**src/rtl/inject_arbiter.sv**
```systemverilog
// inject_arbiter: two per-requester flit FIFOs feeding a router inject port.
// Round-robin selection between the FIFOs, gated by a credit counter that
// tracks free slots in the router local-input buffer.
module inject_arbiter #(
  parameter int DEPTH   = 4,
  parameter int CREDITS = 4
) (
  input  logic        clk,
  input  logic        RST,
  input  logic [19:0] req0_data,
  input  logic        req0_valid,
  output logic        req0_ready,
  input  logic [19:0] req1_data,
  input  logic        req1_valid,
  output logic        req1_ready,
  input  logic        ci,
  output logic [19:0] dataout,
  output logic        out_valid,
  output logic        out_src,
  output logic [2:0]  credit_cnt,
  output logic        credit_err
);

  localparam int AW = $clog2(DEPTH);
  localparam int CW = AW + 1;
  localparam logic [CW-1:0] FULL_CNT = CW'(DEPTH);
  localparam logic [2:0]    CRED_MAX = 3'(CREDITS);

  // FIFO storage and bookkeeping, indexed by requester
  logic [19:0]   mem_q  [2][DEPTH];
  logic [19:0]   mem_d  [2][DEPTH];
  logic [AW-1:0] wptr_q [2];
  logic [AW-1:0] wptr_d [2];
  logic [AW-1:0] rptr_q [2];
  logic [AW-1:0] rptr_d [2];
  logic [CW-1:0] cnt_q  [2];
  logic [CW-1:0] cnt_d  [2];

  // Arbiter / output / credit state
  logic        prio_q, prio_d;
  logic [19:0] dout_q, dout_d;
  logic        oval_q, oval_d;
  logic        src_q, src_d;
  logic [2:0]  credit_q, credit_d;
  logic        err_q, err_d;

  logic [19:0] in_data_s [2];
  logic [1:0]  in_valid_s;
  logic [1:0]  push_s;
  logic [1:0]  pop_s;
  logic [1:0]  nonempty_s;
  logic        send_s;
  logic        win_s;
  logic [19:0] head_s;

  assign in_data_s[0] = req0_data;
  assign in_data_s[1] = req1_data;
  assign in_valid_s   = {req1_valid, req0_valid};

  // Readiness depends only on stored occupancy; forced low while reset is held
  assign req0_ready = !RST && (cnt_q[0] != FULL_CNT);
  assign req1_ready = !RST && (cnt_q[1] != FULL_CNT);

  // Send eligibility, round-robin winner selection and push/pop strobes
  always_comb begin
    nonempty_s[0] = (cnt_q[0] != '0);
    nonempty_s[1] = (cnt_q[1] != '0);
    send_s = (credit_q != 3'd0) && (nonempty_s != 2'b00);
    if (nonempty_s[prio_q]) begin
      win_s = prio_q;
    end else begin
      win_s = ~prio_q;
    end
    head_s = mem_q[win_s][rptr_q[win_s]];
    pop_s  = 2'b00;
    if (send_s) begin
      pop_s[win_s] = 1'b1;
    end else begin
      pop_s = 2'b00;
    end
    push_s[0] = in_valid_s[0] && (cnt_q[0] != FULL_CNT);
    push_s[1] = in_valid_s[1] && (cnt_q[1] != FULL_CNT);
  end

  // FIFO next-state: write at tail, advance pointers, track occupancy
  always_comb begin
    mem_d = mem_q;
    for (int i = 0; i < 2; i++) begin
      wptr_d[i] = wptr_q[i];
      rptr_d[i] = rptr_q[i];
      if (push_s[i]) begin
        mem_d[i][wptr_q[i]] = in_data_s[i];
        wptr_d[i] = wptr_q[i] + AW'(1);
      end else begin
        wptr_d[i] = wptr_q[i];
      end
      if (pop_s[i]) begin
        rptr_d[i] = rptr_q[i] + AW'(1);
      end else begin
        rptr_d[i] = rptr_q[i];
      end
      cnt_d[i] = cnt_q[i] + CW'(push_s[i]) - CW'(pop_s[i]);
    end
  end

  // Output register, priority pointer and credit accounting next-state
  always_comb begin
    oval_d   = send_s;
    dout_d   = dout_q;
    src_d    = src_q;
    prio_d   = prio_q;
    credit_d = credit_q;
    err_d    = err_q;
    if (send_s) begin
      dout_d = head_s;
      src_d  = win_s;
      prio_d = ~win_s;
    end else begin
      dout_d = dout_q;
      src_d  = src_q;
      prio_d = prio_q;
    end
    case ({send_s, ci})
      2'b10: credit_d = credit_q - 3'd1;
      2'b01: begin
        if (credit_q == CRED_MAX) begin
          err_d = 1'b1;
        end else begin
          credit_d = credit_q + 3'd1;
        end
      end
      default: credit_d = credit_q;
    endcase
  end

  // FIFO payload storage; contents are don't-care while empty, so no reset
  always_ff @(posedge clk) begin
    mem_q <= mem_d;
  end

  // Control state with synchronous reset
  always_ff @(posedge clk) begin
    if (RST) begin
      for (int i = 0; i < 2; i++) begin
        wptr_q[i] <= '0;
        rptr_q[i] <= '0;
        cnt_q[i]  <= '0;
      end
      prio_q   <= 1'b0;
      dout_q   <= 20'h00000;
      oval_q   <= 1'b0;
      src_q    <= 1'b0;
      credit_q <= CRED_MAX;
      err_q    <= 1'b0;
    end else begin
      for (int i = 0; i < 2; i++) begin
        wptr_q[i] <= wptr_d[i];
        rptr_q[i] <= rptr_d[i];
        cnt_q[i]  <= cnt_d[i];
      end
      prio_q   <= prio_d;
      dout_q   <= dout_d;
      oval_q   <= oval_d;
      src_q    <= src_d;
      credit_q <= credit_d;
      err_q    <= err_d;
    end
  end

  assign dataout    = dout_q;
  assign out_valid  = oval_q;
  assign out_src    = src_q;
  assign credit_cnt = credit_q;
  assign credit_err = err_q;

endmodule

```
**config.mk**
```make
export PLATFORM = sky130hd
export DESIGN_NAME = inject_arbiter
export DESIGN_NICKNAME = d
export VERILOG_FILES = /design/src/rtl/inject_arbiter.sv
export SDC_FILE = /design/constraint.sdc
export NUM_CORES = 1
export LEC_CHECK = 0
export ABC_AREA = 0
export CORE_MARGIN = 5
export CORE_UTILIZATION = 44
export DETAILED_ROUTE_END_ITERATION = 10
export SYNTH_ARGS = -nofsm -noshare
export SYNTH_HDL_FRONTEND = slang
export SYNTH_SLANG_ARGS = --single-unit
```
**constraint.sdc**
```tcl
create_clock -name clk -period 2.8 [get_ports clk]
set_input_delay 0.56 -clock clk [delete_from_list [all_inputs] [get_ports clk]]
set_output_delay 0.56 -clock clk [all_outputs]
set_load 0.02 [all_outputs]
```
Yosys cells after proc, flatten, opt, wreduce, memory -nomap -nowiden. Memories as Yosys holds them, arrays and structs flattened. Index checks and enable logic that the tools add are counted.

Register bits after elaboration: 187. RAM bits: 14. Input bits: 45. Output and inout bits: 28. Word-level logic and storage cells: 103. Memories: 3.

Memories: cnt_q (depth 2, bits a word 3, rd ports 2, clocked after memory_dff 0, wr ports 2, line 36) `logic [CW-1:0] cnt_q [2];`; rptr_q (depth 2, bits a word 2, rd ports 3, clocked after memory_dff 0, wr ports 2, line 34) `logic [AW-1:0] rptr_q [2];`; wptr_q (depth 2, bits a word 2, rd ports 2, clocked after memory_dff 0, wr ports 2, line 32) `logic [AW-1:0] wptr_q [2];`.

Add/subtract/negate cells: 10. $lt $le $gt $ge: 9. Equal/unequal tests: 6. Mux-type cells: 33. Bitwise logic cells: 12. Reductions and logical operators: 16.

Operators by type and width (count): two-way mux 80 bit (3); bitwise mux 80 bit (2); demux 20 bit (select 2 bit) (2); two-way mux 20 bit (4); binary-select mux 20 bit (select 2 bit) (1); two-way mux 2 bit (9); greater-or-equal comparator 3 bit (second input constant) (3); two-way mux 3 bit (3); NOT 2 -> 3 bit (3); nonzero test 3 bit (3); adder 2 x 1 -> 2 bit (second input constant) (4); logical AND 1 bit (8); two-way mux 1 bit (7); adder 3 x 1 -> 3 bit (2); < comparator 3 x 1 -> 1 bit (second input constant) (2); != test 3 bit (second input constant) (2); OR 1 bit (6); one-hot mux 3 bit (2 select lines) (1); subtractor 3 x 1 -> 3 bit (2); < comparator 1 x 2 -> 1 bit (second input constant) (2); AND reduction 2 bit (2); nonzero test 2 bit (2); adder 3 x 1 -> 3 bit (second input constant) (1); equality test 3 bit (second input constant) (1); other kinds (10) (11).

Longest topological paths before layout.
Word-level depth: 11. Gate-level depth with buffers: 10. Depth with buffers taken out: 10.

Worst setup path before layout. No wires, ideal clock.

Kind: register to register. From: register credit_q[0] (netlist: credit_cnt[0]). To: memory cnt_q[0][5] (netlist bit). Setup time: 0.128 ns. Data arrival time: 2.225 ns. Data required time: 2.672 ns. Setup slack: 0.448 ns. Cell stages (with the launch flop): 11. Buffers on the path: 0. Clock period less this slack: 2.352 ns. Cell sequence: dfxtp_1 > or3_1 > o211ai_1 > inv_1 > ha_1 > inv_1 > ha_1 > fa_1 > xnor2_1 > xnor2_1 > nor2_1.

RTL lines: start, declared (line 44) `logic [2:0] credit_q, credit_d;`; start signal, assigned (line 165) `credit_q <= credit_d;`; end, declared (line 36).

==> impl_metrics.env <==
export IMPL_final_max_slew_violation_count=0
export IMPL_dr_total_vias=4221
export IMPL_grt_use_total=0.154
export IMPL_drive_gt1_frac=0.179
export IMPL_crit_type="reg2reg"
export IMPL_crit_required_ps=3160
export IMPL_maxSlewHeadroom=0.575
export IMPL_max_cap_violations=0
export IMPL_diodes=0
export IMPL_rsz0062_at_grt="false"
export IMPL_cts_made_buffers=22
export IMPL_gp_congestion=0.783
export IMPL_h_tree_depth=1
export IMPL_fin_cells=794
export IMPL_worst_pin_slew_ps=634
export IMPL_drt_iter0_drc=271
export IMPL_pre_cts_slack_ps=300
export IMPL_antenna_found_initial=0
export IMPL_path_cells="or3_1, o211ai_1, inv_1, ha_1, inv_1, ha_1, fa_1, xnor2_1, xnor2_1, nor2_1"
export IMPL_insertion_delay_ps=490
export IMPL_grt_max_degree=42
export IMPL_synthTopCellsByArea="edfxtp_1 61%, mux4_2 11%, dfxtp_1 10%"
export IMPL_synth_edf_count=160
export IMPL_finalWirelength_um=15500
export IMPL_avgSynthCellArea_um2=17.2
export IMPL_crit_slowest_cell="or3_1"
export IMPL_seq_area_frac_synth=0.715
export IMPL_period_share=0.887
export IMPL_wl_per_cell_um=19.5
export IMPL_vdd_drop_max_mv=0.604
export IMPL_synth_seq_cells=201
export IMPL_cts_clk_slew_worst_paths_ps=60
export IMPL_ant_nets=0
export IMPL_finalWorstSetupSlack_ps=318
export IMPL_crit_family="adder cells"
export IMPL_cp_max_fo=6
export IMPL_dieWidth_um=144
export IMPL_fin_tns_setup_ps=0
export IMPL_powerDensity_nw_per_um2=1040
export IMPL_fmax_mhz=403
export IMPL_p_total_uw=10100
export IMPL_ys_top_cells_by_count="160 x edfxtp_1, 41 x dfxtp_1, 40 x mux4_2"
export IMPL_yosysWarnings=0
export IMPL_cellLeakagePower_uw=0.00330
export IMPL_async_reset_ff_frac=0
export IMPL_cts_tree="built"
export IMPL_io_buffers=72
export IMPL_grt_pass1_wl_um=24400
export IMPL_synth_fp_nets=517
export IMPL_die_area_um2=20700
export IMPL_viasPerCell=5.32
export IMPL_drcViolationCount=0
export IMPL_grt_pass1_vias=4523
export IMPL_ctsResizeCount=0
export IMPL_final_min_clock_period_ps=2480
export IMPL_crit_path_start_kind="flip-flop"
export IMPL_cts_setup_buffers=0
export IMPL_initial_core_util=0.443
export IMPL_outcome="finished, final reports clean"
export IMPL_fin_skew_ps=13.8
export IMPL_core_um2=17800
export IMPL_crit_arrival_ps=2850
export IMPL_place_inst=754
export IMPL_cts_root_buf="clkbuf_16"
export IMPL_die_h_um=144
export IMPL_endpoint_kind="flip-flop"
export IMPL_clk_path_buf_depth=3
export IMPL_grt_overflow_total=0
export IMPL_hold_violations=0
export IMPL_area_growth_pct=23.3
export IMPL_cts_sinks=201
export IMPL_synth_cell_types=44
export IMPL_synth_top_area_share=0.610
export IMPL_finalSetupViolCount=0
export IMPL_row_count=49
export IMPL_crit_buf_inv=2
export IMPL_min_path_type="reg2reg"
export IMPL_firstDrtPassIters=4
export IMPL_synth_cells=457
export IMPL_nets=609
export IMPL_ios=73
export IMPL_synth_largest_area_cell="edfxtp_1"
export IMPL_dp_hpwl_um=9890
export IMPL_slowest_delay_ps=450
export IMPL_syn_area_um2=7870
export IMPL_synth_most_common_cell="edfxtp_1"
export IMPL_ys_flop_type="edfxtp_1"
export IMPL_hold_buffers=0
==> area by class of cell <==
| cell class | count | area, um2 |
|---|---|---|
| fill | 1440 | 8070 |
| sequential | 201 | 5630 |
| multi-input combinational | 216 | 2080 |
| timing repair buffer | 93 | 878 |
| clock buffer | 26 | 587 |
| tap | 229 | 287 |
| clock inverter | 14 | 190 |
| inverter | 15 | 56.3 |
==> worst paths after layout <==
kind | start | to | slack [ps] | depth (start not counted)
worst max-delay path | cnt_q[0][4] | cnt_q[0][5] | 320 | 10
worst max register to register | cnt_q[0][4] | cnt_q[0][5] | 320 | 10
worst min register to register | out_src | out_src | 450 | 2
worst min-delay path | out_src | out_src | 450 | 2
==> power by group <==
part | leakage (uW) | switching, uW | internal, uW | total, uW
clock network | 0.000375 | 1100 | 1950 | 3050
registers | 0.00181 | 257 | 3730 | 3990
logic | 0.00112 | 1660 | 1370 | 3030
==> through the flow <==
| stage | hold WS [ps] | util | area [um2] |
|---|---|---|---|
| 6_report | 454 | 0.546 | 9710 |
| 5_1_grt | 488 | 0.546 | 9710 |
| 4_1_cts | 461 | 0.546 | 9710 |
| 3_5_place_dp | 453 | 0.502 | 8930 |
| 3_3_place_gp | 469 | 0.502 | 8930 |
| 2_1_floorplan | 514 | - | 7870 |
==> layout by cell type (no fill, tap or decap), types with 2 or more instances in the layout <==
cell type and instances:
edfxtp_1 160, clkdlybuf4s50_1 72, dfxtp_1 41, mux4_2 40, nor2_1 38, nand2_1 24
clkbuf_16 23, buf_4 21, nand3_1 20, a311oi_1 20, inv_1 15, ha_1 12
and2_1 8, xnor2_1 8, clkinv_1 6, nor2b_1 5, bufinv_16 5, a21oi_1 4
mux2i_1 4, xor2_1 3, fa_1 3, clkbuf_1 3, or3_1 2, nor3_1 2
a21boi_1 2, nand3b_1 2, clkinv_2 2
==> sequential cells by signal (all words and copies together), names as in the netlist <==
register    count
cnt_q           6
wptr_q          4
credit_err      1
rptr_q          4
prio_q          1
credit_cnt      3
out_src         1
out_valid       1
dataout        20
mem_q         160
==> tightest hold or removal path, cell delays in order, from the launching register on <==
cell	delay (ps)
dfxtp_1	310
nand2_1	50
a21oi_1	50
==> layer usage <==
| metal | track usage | vias up | part of all wire |
|---|---|---|---|
| met5 | 0 | - | 0 |
| met4 | 0.0416 | 0 | 0.016 |
| met3 | 0.0260 | 22 | 0.046 |
| met2 | 0.270 | 86 | 0.52 |
| met1 | 0.201 | 2153 | 0.42 |
| li1 | - | 1960 | - |
==> cell families after synthesis <==
logic type | share of synthesized area
buffers and inverters | 0.0224
AOI/OAI and AO/OA | 0.0386
adders and majority gates | 0.0267
DFF | 0.715
muxes | 0.121
xor gates and xnor gates | 0.0122
and+or+nand+nor | 0.0644
(Power assumes the default switching activity.)
==> RTL edit: new RTL, same settings <==
Put one more register stage on the output `credit_cnt`, with the module's reset. The value now appears one clock later. The other outputs are not delayed to match.
--- a/src/rtl/inject_arbiter.sv
+++ b/src/rtl/inject_arbiter.sv
@@ -170,7 +170,13 @@
   assign dataout    = dout_q;
   assign out_valid  = oval_q;
   assign out_src    = src_q;
-  assign credit_cnt = credit_q;
+  always_ff @(posedge clk) begin
+    if (RST) begin
+      credit_cnt <= '0;
+    end else begin
+      credit_cnt <= credit_q;
+    end
+  end
   assign credit_err = err_q;
 
 endmodule
Formal check against the unedited RTL: not equivalent (a bounded check fails within 4 cycles, from zero or initial values and one cycle with RST high).
==> RTL edit against the unedited design <==
Final cell count up 8.6%; routed wire length rose by 4.4%; count of clock-buffer cells in the layout unchanged; final area up 3.0%; setup slack lost 0.034 ns; fmax fell by 1.4%; die area up 3.3%; power down 0.32%; clock skew up 0.00068 ns; hold slack got worse by 0.0068 ns; synthesized area is 3.6% higher; sequential cell count grew 3.
==> RTL edit: results (changes against the unedited design) <==
[yosys]
synth_common_cells = edfxtp_1 (160), mux2i_1 (135), dfxtp_1 (44)  ; was edfxtp_1 (160), dfxtp_1 (41), mux4_2 (40)
syn_nets = 577  ; was 517
synthTopCellsByArea = edfxtp_1 (59%), mux2i_1 (17%), dfxtp_1 (11%), ha_1 (1.8%), o21ai_1 (1.0%)  ; was edfxtp_1 (61%), mux4_2 (11%), dfxtp_1 (10%), a311oi_1 (2.2%), ha_1 (1.9%)
synth.avg_cell_area_um2 = 15.8  ; was 17.2 um^2

[worst_setup_path]
worst-path-max-fanout = 4  ; was 6
slowest_stage = or3_4  ; was or3_1
crit_family = adder cells  ; unchanged
cp_slowest_stage_delay_ns = 0.43  ; was 0.45 ns
worstPathArrival_ns = 2.90  ; was 2.85 ns

[grt]
gr-usage-met3 = 0.0297  ; was 0.0260
use_met2 = 0.267  ; was 0.270
grt_pass1_wl_um = 25500  ; was 24,400 um
grt_usage = 0.153  ; was 0.154
grt_max_degree = 30  ; was 42
use_met1 = 0.199  ; was 0.201
first_global_vias = 4621  ; was 4,523

[placed_design]
hpwl_um = 10300  ; was 9890 um
dpl.cell_count = 823  ; was 754
place_congestion = 0.753  ; was 0.783
placedInstanceArea_um2 = 9340  ; was 8930 um^2

[routing]
drt_iter0_drc = 216  ; was 271
firstDrtPassIters = 4  ; unchanged
route.met3.wl_um = 591  ; was 714 um
dr_wl_met2_um = 7990  ; was 8030 um
met1_length_um = 7230  ; was 6480 um
via_count = 4359  ; was 4,221
wire_per_inst_um = 18.7  ; was 19.5 um

[layout]
finalNonFillerCells = 862  ; was 794
nets = 678  ; was 609
largest_reg_flops = 160  ; unchanged
drive_gt1_frac = 0.115  ; was 0.179
fillers = 1446  ; was 1,440
diodes = 0  ; unchanged

[power_and_ir_drop]
peakVddDrop_mv = 0.520  ; was 0.604 mV
power_leakage_nw = 3.64  ; was 3.30 nW
sw_frac_of_total = 0.318  ; was 0.299

[clocking]
clkLatencyLatePin_ns = 0.50

[sta]
fin_skew_ns = 0.0145  ; was 0.0138 ns
setup_ws_ns = 0.284  ; was 0.318 ns
timing.hold.ws_ns = 0.447  ; was 0.454 ns
worst_pin_slew_ns = 0.925  ; was 0.634 ns

[worst_hold_path]
hold_class = reg -> reg  ; unchanged

[run_status]
status = complete, no violations  ; unchanged

## RTL edit: changes by cell type after synthesis, sizes merged, moves of 3 or more
cell    change
nand2       -6
clkbuf     -12
a311oi     -18
o21ai      +18
mux2i     +131
nand3      -19
buf        +11
nor2       -15
dfxtp       +3
mux4       -40
nand2b      +3
## RTL edit: kinds of logic after synthesis
logic type	synth area share
XOR/XNOR	0.0118
AND/OR/NAND/NOR	0.0437
multiplexers	0.170
buffers and inverters	0.0226
AO/OA/AOI/OAI	0.0287
flip-flops	0.697
adder cells (fa/ha/maj)	0.0258
## RTL edit: power groups by stage
stage | registers (mW) | clock network (mW) | logic (mW)
after floorplan | 4.16 | 0 | 2.27
after global placement | 4.09 | 0 | 3.37
after detailed placement | 4.10 | 0 | 3.45
after CTS | 4.04 | 2.65 | 3.47
after global routing | 4.09 | 2.79 | 3.75
final | 4.04 | 2.59 | 3.40
## RTL edit: final cells by class
class                   count  area, um^2  share of cell area
clock buffers              26         576              0.0576
clock inverters            13        81.3             0.00814
inverters                  16        60.1             0.00601
multi-input cells         273        2300               0.230
flip-flops and latches    204        5690               0.569
well taps                 229         287              0.0287
repair buffers            101        1000               0.100
## RTL edit: worst paths after layout
check | start | endpoint | cells after the start
worst max register to register | cnt_q[0][1]$_SDFF_PP0_ | cnt_q[0][5]$_SDFF_PP0_ | 10
worst min-delay path | dataout[2]$_SDFFE_PP0N_ | dataout[2]$_SDFFE_PP0N_ | 2
worst max-delay path | cnt_q[0][1]$_SDFF_PP0_ | cnt_q[0][5]$_SDFF_PP0_ | 10
worst min register to register | dataout[2]$_SDFFE_PP0N_ | dataout[2]$_SDFFE_PP0N_ | 2
